===== config.mk =====
export PLATFORM = sky130hd
export DESIGN_NAME = interrupt_sequencer
export DESIGN_NICKNAME = d
export VERILOG_FILES = /design/src/rtl/int_seq_pkg.sv /design/src/rtl/interrupt_sequencer_nmi.sv /design/src/rtl/interrupt_sequencer.sv
export SDC_FILE = /design/constraint.sdc
export NUM_CORES = 1
export LEC_CHECK = 0
export BUFFER_PORTS_ARGS = -buffer_cell sky130_fd_sc_hd__buf_2
export CELL_PAD_IN_SITES_DETAIL_PLACEMENT = 1
export CELL_PAD_IN_SITES_GLOBAL_PLACEMENT = 1
export CORE_MARGIN = 5
export CORE_UTILIZATION = 39
export DETAILED_ROUTE_END_ITERATION = 6
export PLACE_DENSITY_LB_ADDON = 0.05
export SYNTH_ARGS = -nofsm -noshare
export SYNTH_HDL_FRONTEND = slang
export SYNTH_SLANG_ARGS = --single-unit

===== constraint.sdc =====
create_clock -name clk -period 1.7 [get_ports clk]
set_input_delay 0.17 -clock clk [delete_from_list [all_inputs] [get_ports clk]]
set_output_delay 0.17 -clock clk [all_outputs]
set_load 0.03 [all_outputs]

===== src/rtl/int_seq_pkg.sv =====
// Shared types and constants for the 6502 interrupt/reset entry sequencer:
// sequence kinds, vector low bytes, microsequence cycle indices and a helper
// that turns (active, cycle, kind) into the registered output bundle.
package int_seq_pkg;

    typedef enum logic [1:0] {
        KIND_RES,
        KIND_NMI,
        KIND_IRQ,
        KIND_BRK
    } kind_e;

    localparam logic [7:0] VEC_NMI_LO = 8'hFA;
    localparam logic [7:0] VEC_RES_LO = 8'hFC;
    localparam logic [7:0] VEC_IRQ_LO = 8'hFE;

    localparam logic [2:0] CYC_FETCH = 3'd0;
    localparam logic [2:0] CYC_DUMMY = 3'd1;
    localparam logic [2:0] CYC_PCH   = 3'd2;
    localparam logic [2:0] CYC_PCL   = 3'd3;
    localparam logic [2:0] CYC_P     = 3'd4;
    localparam logic [2:0] CYC_VL    = 3'd5;
    localparam logic [2:0] CYC_VH    = 3'd6;

    typedef struct packed {
        logic       int_force;
        logic       pc_hold;
        logic       seq_act;
        logic [2:0] seq_cyc;
        logic       wr_suppress;
        logic       b_flag;
        logic       set_i;
        logic       brk5;
        logic       brk6e;
        logic [7:0] vec_adl;
        logic       nmi_ack;
    } seq_out_t;

    // Vector low byte for a sequence kind (BRK shares the IRQ vector).
    function automatic logic [7:0] vec_lo(kind_e kind);
        logic [7:0] lo;
        lo = VEC_IRQ_LO;
        case (kind)
            KIND_RES: lo = VEC_RES_LO;
            KIND_NMI: lo = VEC_NMI_LO;
            default:  lo = VEC_IRQ_LO;
        endcase
        return lo;
    endfunction

    // Output bundle for the cycle the sequencer is about to enter.
    function automatic seq_out_t seq_outputs(logic act, logic [2:0] cyc, kind_e kind);
        seq_out_t o;
        logic     push;
        o    = '0;
        push = (cyc >= CYC_PCH) && (cyc <= CYC_P);
        if (act) begin
            o.seq_act     = 1'b1;
            o.seq_cyc     = cyc;
            o.int_force   = (cyc == CYC_FETCH);
            // BRK enters at the dummy cycle with PC advancing past the signature byte.
            o.pc_hold     = (cyc == CYC_FETCH) || ((cyc == CYC_DUMMY) && (kind != KIND_BRK));
            o.wr_suppress = push && (kind == KIND_RES);
            o.b_flag      = push && (kind == KIND_BRK);
            o.set_i       = (cyc == CYC_VL);
            o.brk5        = (cyc == CYC_VL);
            o.brk6e       = (cyc == CYC_VH);
            o.nmi_ack     = (cyc == CYC_VL) && (kind == KIND_NMI);
            if (cyc == CYC_VL) o.vec_adl = vec_lo(kind);
            if (cyc == CYC_VH) o.vec_adl = vec_lo(kind) | 8'h01;
        end
        return o;
    endfunction

endpackage


===== src/rtl/interrupt_sequencer_nmi.sv =====
// NMI front end: two-flop synchronizer on the active-low NMI pin, falling
// edge detection on the synchronized signal, and the pending flag. A set
// and a clear in the same cycle leave the flag set so no edge is lost.
module nmi_edge_detect (
    input  logic clk,
    input  logic reset,
    input  logic nmi_n,
    input  logic clr,
    output logic nmi_pend
);

    logic nmi_s1;
    logic nmi_s2;
    logic nmi_s2_d;

    // Synchronize, delay once more for edge detection, and track pending state.
    // NOTE: sequential state uses non-blocking assignments so every flop samples pre-edge values.
    always_ff @(posedge clk) begin
        if (reset) begin
            nmi_s1   <= 1'b1;
            nmi_s2   <= 1'b1;
            nmi_s2_d <= 1'b1;
            nmi_pend <= 1'b0;
        end else begin
            nmi_s1   <= nmi_n;
            nmi_s2   <= nmi_s1;
            nmi_s2_d <= nmi_s2;
            if (nmi_s2_d && !nmi_s2) begin
                nmi_pend <= 1'b1;
            end else if (clr) begin
                nmi_pend <= 1'b0;
            end
        end
    end

endmodule


===== src/rtl/interrupt_sequencer.sv =====
// 6502 interrupt/reset entry sequencer. Runs RES, NMI, IRQ and BRK through
// one shared 7-cycle microsequence (BRK joins at cycle 1) and drives the
// registered control markers for the random-control logic.
// Optional feature: define NMI_HIJACK_EN to let an NMI arriving during an
// IRQ/BRK push phase take over the vector fetch of that sequence.
module interrupt_sequencer
    import int_seq_pkg::*;
(
    input  logic       clk,
    input  logic       reset,
    input  logic       nmi_n,
    input  logic       irq_n,
    input  logic       i_flag,
    input  logic       rdy,
    input  logic       t0,
    input  logic       brk_op,
    output logic       int_force,
    output logic       pc_hold,
    output logic       seq_act,
    output logic [2:0] seq_cyc,
    output logic       wr_suppress,
    output logic       b_flag,
    output logic       set_i,
    output logic       brk5,
    output logic       brk6e,
    output logic [7:0] vec_adl,
    output logic       nmi_ack
);

    logic       act_q;
    logic [2:0] cyc_q;
    kind_e      kind_q;
    logic       res_pend_q;
    logic       irq_s1;
    logic       irq_s2;
    seq_out_t   out_q;

    logic       nxt_act;
    logic [2:0] nxt_cyc;
    kind_e      nxt_kind;
    logic       nxt_res_pend;
    logic       nmi_clr;
    logic       nmi_pend;
    logic       irq_pend;
    logic       hw_pend;
    logic       advance;

    nmi_edge_detect u_nmi (
        .clk      (clk),
        .reset    (reset),
        .nmi_n    (nmi_n),
        .clr      (nmi_clr),
        .nmi_pend (nmi_pend)
    );

    assign irq_pend = !irq_s2 && !i_flag;
    assign hw_pend  = nmi_pend || irq_pend;

    // Next-state decision: start, advance or stall the microsequence.
    always_comb begin
        // NOTE: every combinational output gets a default first so no path can infer a latch.
        nxt_act      = act_q;
        nxt_cyc      = cyc_q;
        nxt_kind     = kind_q;
        nxt_res_pend = res_pend_q;
        nmi_clr      = 1'b0;
        // Push cycles of non-reset sequences are writes and ignore RDY.
        advance      = rdy || ((kind_q != KIND_RES) && (cyc_q >= CYC_PCH) && (cyc_q <= CYC_P));

        if (!act_q) begin
            if (res_pend_q) begin
                nxt_act      = 1'b1;
                nxt_cyc      = CYC_FETCH;
                nxt_kind     = KIND_RES;
                nxt_res_pend = 1'b0;
            end else if (t0 && rdy && hw_pend) begin
                nxt_act  = 1'b1;
                nxt_cyc  = CYC_FETCH;
                nxt_kind = nmi_pend ? KIND_NMI : KIND_IRQ;
            end else if (brk_op && !hw_pend) begin
                nxt_act  = 1'b1;
                nxt_cyc  = CYC_DUMMY;
                nxt_kind = KIND_BRK;
            end
        end else if (advance) begin
            if (cyc_q == CYC_VH) begin
                nxt_act = 1'b0;
                nxt_cyc = CYC_FETCH;
            end else begin
                nxt_cyc = cyc_q + 3'd1;
                if (cyc_q == CYC_P) begin
`ifdef NMI_HIJACK_EN
                    if (nmi_pend && ((kind_q == KIND_IRQ) || (kind_q == KIND_BRK))) begin
                        nxt_kind = KIND_NMI;
                    end
`endif
                    nmi_clr = (nxt_kind == KIND_NMI) || (nxt_kind == KIND_RES);
                end
            end
        end
    end

    // State, IRQ synchronizer and registered outputs for the upcoming cycle.
    always_ff @(posedge clk) begin
        if (reset) begin
            act_q      <= 1'b0;
            cyc_q      <= CYC_FETCH;
            kind_q     <= KIND_RES;
            res_pend_q <= 1'b1;
            irq_s1     <= 1'b1;
            irq_s2     <= 1'b1;
            out_q      <= '0;
        end else begin
            act_q      <= nxt_act;
            cyc_q      <= nxt_cyc;
            kind_q     <= nxt_kind;
            res_pend_q <= nxt_res_pend;
            irq_s1     <= irq_n;
            irq_s2     <= irq_s1;
            out_q      <= seq_outputs(nxt_act, nxt_cyc, nxt_kind);
        end
    end

    assign int_force   = out_q.int_force;
    assign pc_hold     = out_q.pc_hold;
    assign seq_act     = out_q.seq_act;
    assign seq_cyc     = out_q.seq_cyc;
    assign wr_suppress = out_q.wr_suppress;
    assign b_flag      = out_q.b_flag;
    assign set_i       = out_q.set_i;
    assign brk5        = out_q.brk5;
    assign brk6e       = out_q.brk6e;
    assign vec_adl     = out_q.vec_adl;
    assign nmi_ack     = out_q.nmi_ack;

endmodule


==> out/qor.txt <==
Core ar. -> 0.00300 sq mm
Slowest stage cell on the critical path -> dfxtp_4
Worst-path maximum fanout -> 6
Detail Route Antenna Nets -> 0
Rel. slew slack -> 0.683
Worst r2r dst -> pc_hold
Max Freq -> 0.606 GHz
First-pass GRT wire length -> 4.73 mm
Reg area -> 534 sq um
Worst path top cell family by delay -> compound AO/OA/AOI/OAI gates
Fin area -> 0.00148 sq mm
Max-slew violations -> 0
CP endpoint kind -> flop
Worst-Skew Late Latency -> 0.32 ns
Leak Pwr -> 0.639 nW
DRT Wirelength -> 2.86 mm
Post-synthesis sequential area ratio -> 0.433
Initial cell density of the core -> 0.400
Drt wl/cell -> 14.7 um
Crit path arrival time -> 1.88 ns
Met3 Track Usage GR -> 0.0239
Filler instances -> 362
Tot Pwr -> 0.00119 W
First-pass iteration count of the detailed router -> 4
Crit path buffers/inverters -> 0
Startpoint types -> flop
Share of layout cells above drive strength 1 -> 0.444
Number of global-route vias before repair -> 977
Status -> finished, final reports clean
CTS Buf Count -> 3
Cells on Worst Hold Path -> 2
Critical path type -> reg2reg
Global route hottest layer -> met2
Clk sinks -> 26
Layout Skew -> 0.00212 ns
PortBufs -> 27
HPWL Detailed -> 2.19 mm
Clk pin slew, worst setup/hold paths -> 0.14 ns
CTS Buffer Depth -> 2
CP Data Required Time -> 1.93 ns
Largest net degree at the start of global routing -> 15
Register-to-Register Path Depth -> 5
Hold Path End -> u_nmi.nmi_s1
Multi-input logic area -> 626 sq um
Die area -> 0.00429 sq mm
RSZ-0062 raised after global routing -> yes
Syn Area/Cell -> 9.18 sq um
Clock root cell -> clkbuf_4
Post-layout minimum cycle time -> 1.65 ns
Hold Startpoint -> nmi_n
Reg2reg start -> cyc_q[2]
Cell taking the most area after synthesis -> dfxtp_1
GR Util met1 -> 0.193
Top-area cell type share of the netlist area -> 0.433
Overall Global Routing Usage -> 0.142
H-tree depth -> 1
VDD IR max -> 0.303 mV
Warnings from Yosys -> 0
Synth cell types -> 43
DP Area -> 0.00137 sq mm
Die Width -> 65.5 um
Initial antenna violation count -> 0
Via Count -> 1051
Max incr delay on CP -> 0.39 ns
Largest cells by area after synthesis -> dfxtp_1 43%, nor2_1 4.7%, buf_4 4.4%, a21oi_1 3.7%, or2_2 3.1%
Initial DRC Count -> 31
RePlAce Congestion -> 0.786
Setup Viol. Count Final -> 0
Worst Hold Class -> in2reg
Met2 GRT Util -> 0.226
Antenna cells -> 0
Fin crit share -> 0.970
Hold Fails Final Rpt -> 0
Post-Syn Instances -> 131
Nets -> 171
Critical path depth in cells -> 5
Flop-to-flop setup slack -> 0.05 ns
Synthesized area -> 0.00120 sq mm
Slew @ Worst Pin -> 0.473 ns
Grt ovf -> 0
Rows -> 20
Synth Register Bits -> 26
WHS -> 0.0165 ns
Fin util -> 0.492
IO Pins -> 28
Layout Area Growth over Synthesis -> 22.9%
Syn Nets -> 139
Max-cap viol count -> 0
Worst-path cell chain -> nor2b_1, o21bai_1, a221o_1, and2_1, o31a_1
Pwr/cell area -> 807 mW/mm^2
CTS tree -> done
Die height -> 65.5 um
# DRC -> 0
Vias/cell -> 5.39
placed cells by master (no fill, tap or decap), types with 4 or more instances in the layout:
| master | synthesis | layout |
|---|---|---|
| nor2_1 | 15 | 15 |
| a21oi_1 | 9 | 9 |
| inv_1 | 4 | 4 |
| buf_4 | 7 | 12 |
| nor3_1 | 4 | 4 |
| buf_2 | 3 | 27 |
| or2_2 | 6 | 6 |
| dfxtp_1 | 26 | 21 |
| nand2_1 | 7 | 6 |
Yosys cell counts (all sizes together):
| cell | count |
|---|---|
| and3b | 1 |
| a21o | 2 |
| o31a | 1 |
| o2111a | 1 |
| o21bai | 3 |
| or2 | 6 |
| o32ai | 1 |
| nand3 | 2 |
| o21ai | 4 |
| clkbuf | 2 |
| o22ai | 1 |
| nand2 | 7 |
| nor3b | 1 |
| a21boi | 1 |
| o31ai | 1 |
| and4b | 1 |
| nand2b | 2 |
| nor2b | 3 |
| a211oi | 3 |
| a221o | 1 |
| buf | 10 |
| nand3b | 1 |
| o41ai | 1 |
| a21oi | 10 |
| a211o | 2 |
| nor2 | 15 |
| dfxtp | 26 |
| mux2i | 1 |
| nand4b | 1 |
| inv | 4 |
| and4bb | 1 |
| and2 | 5 |
| nor3 | 4 |
| a31oi | 3 |
| and3 | 1 |
| a31o | 2 |
worst max-delay path by stage:
stage                   from          to
floorplan              act_q  vec_adl[1]
CTS                   irq_s2  vec_adl[2]
global placement      i_flag     nmi_ack
finish              cyc_q[2]     pc_hold
detailed placement    i_flag  vec_adl[2]
global route          irq_s2  vec_adl[2]
power breakdown:
group | leakage, nW | total (W) | internal [W] | switching [W]
Clock | 0.0210 | 0.000316 | 0.000131 | 0.000185
Combinational | 0.403 | 0.000223 | 0.0000935 | 0.000130
Sequential | 0.215 | 0.000653 | 0.000632 | 0.0000203
registers in the layout, indices dropped and copies added, names as in the netlist, 2 cells and up:
register / flops
vec_adl: 4
seq_cyc: 3
kind_q: 2
cyc_q: 3
layer usage:
layer,routed length (um),vias up
met2,1350,26
met5,0,-
li1,-,519
met3,145,4
met1,1330,502
met4,35,0
worst reg2reg max path, stage by stage, from the launching register on:
cell and delay [ns]:
dfxtp_4 0.39, nor2b_1 0.15, o21bai_1 0.15, a221o_1 0.39
and2_1 0.20, o31a_1 0.29
stage by stage:
step / worst slack (ns) / instances / setup TNS, ns
floorplan: 0.0296 / 131 / 0
global placement: -0.0219 / 187 / -0.0610
detailed placement: -0.0303 / 187 / -0.0761
CTS: 0.0228 / 192 / 0
global route: -0.0261 / 195 / -0.0355
finish: 0.0510 / 195 / 0
timing repair:
action | 4_1_cts | 5_1_grt
buffers inserted | 1 | 3
pin swaps | 0 | 3
hold buffers | 0 | 0
gates resized for setup | 4 | 11
endpoints found under the setup margin | 8 | 8
layout make-up:
type,instances,area share
Inverter,4,0.0102
Multi-Input combinational cell,89,0.423
Clock buffer,4,0.0246
Sequential cell,26,0.362
Tap cell,33,0.0279
Timing Repair Buffer,39,0.152
cell families (layout without fill, tap and decap cells):
kind of cell           after synthesis  count (layout)  share of synthesized area
flip-flops                          26              26                      0.433
buffers and inverters               16              47                     0.0749
AO/OA/AOI/OAI                       37              37                      0.237
multiplexers                         1               1                     0.0187
AND/OR/NAND/NOR                     51              51                      0.236
Power figures use the tool's default switching activity.
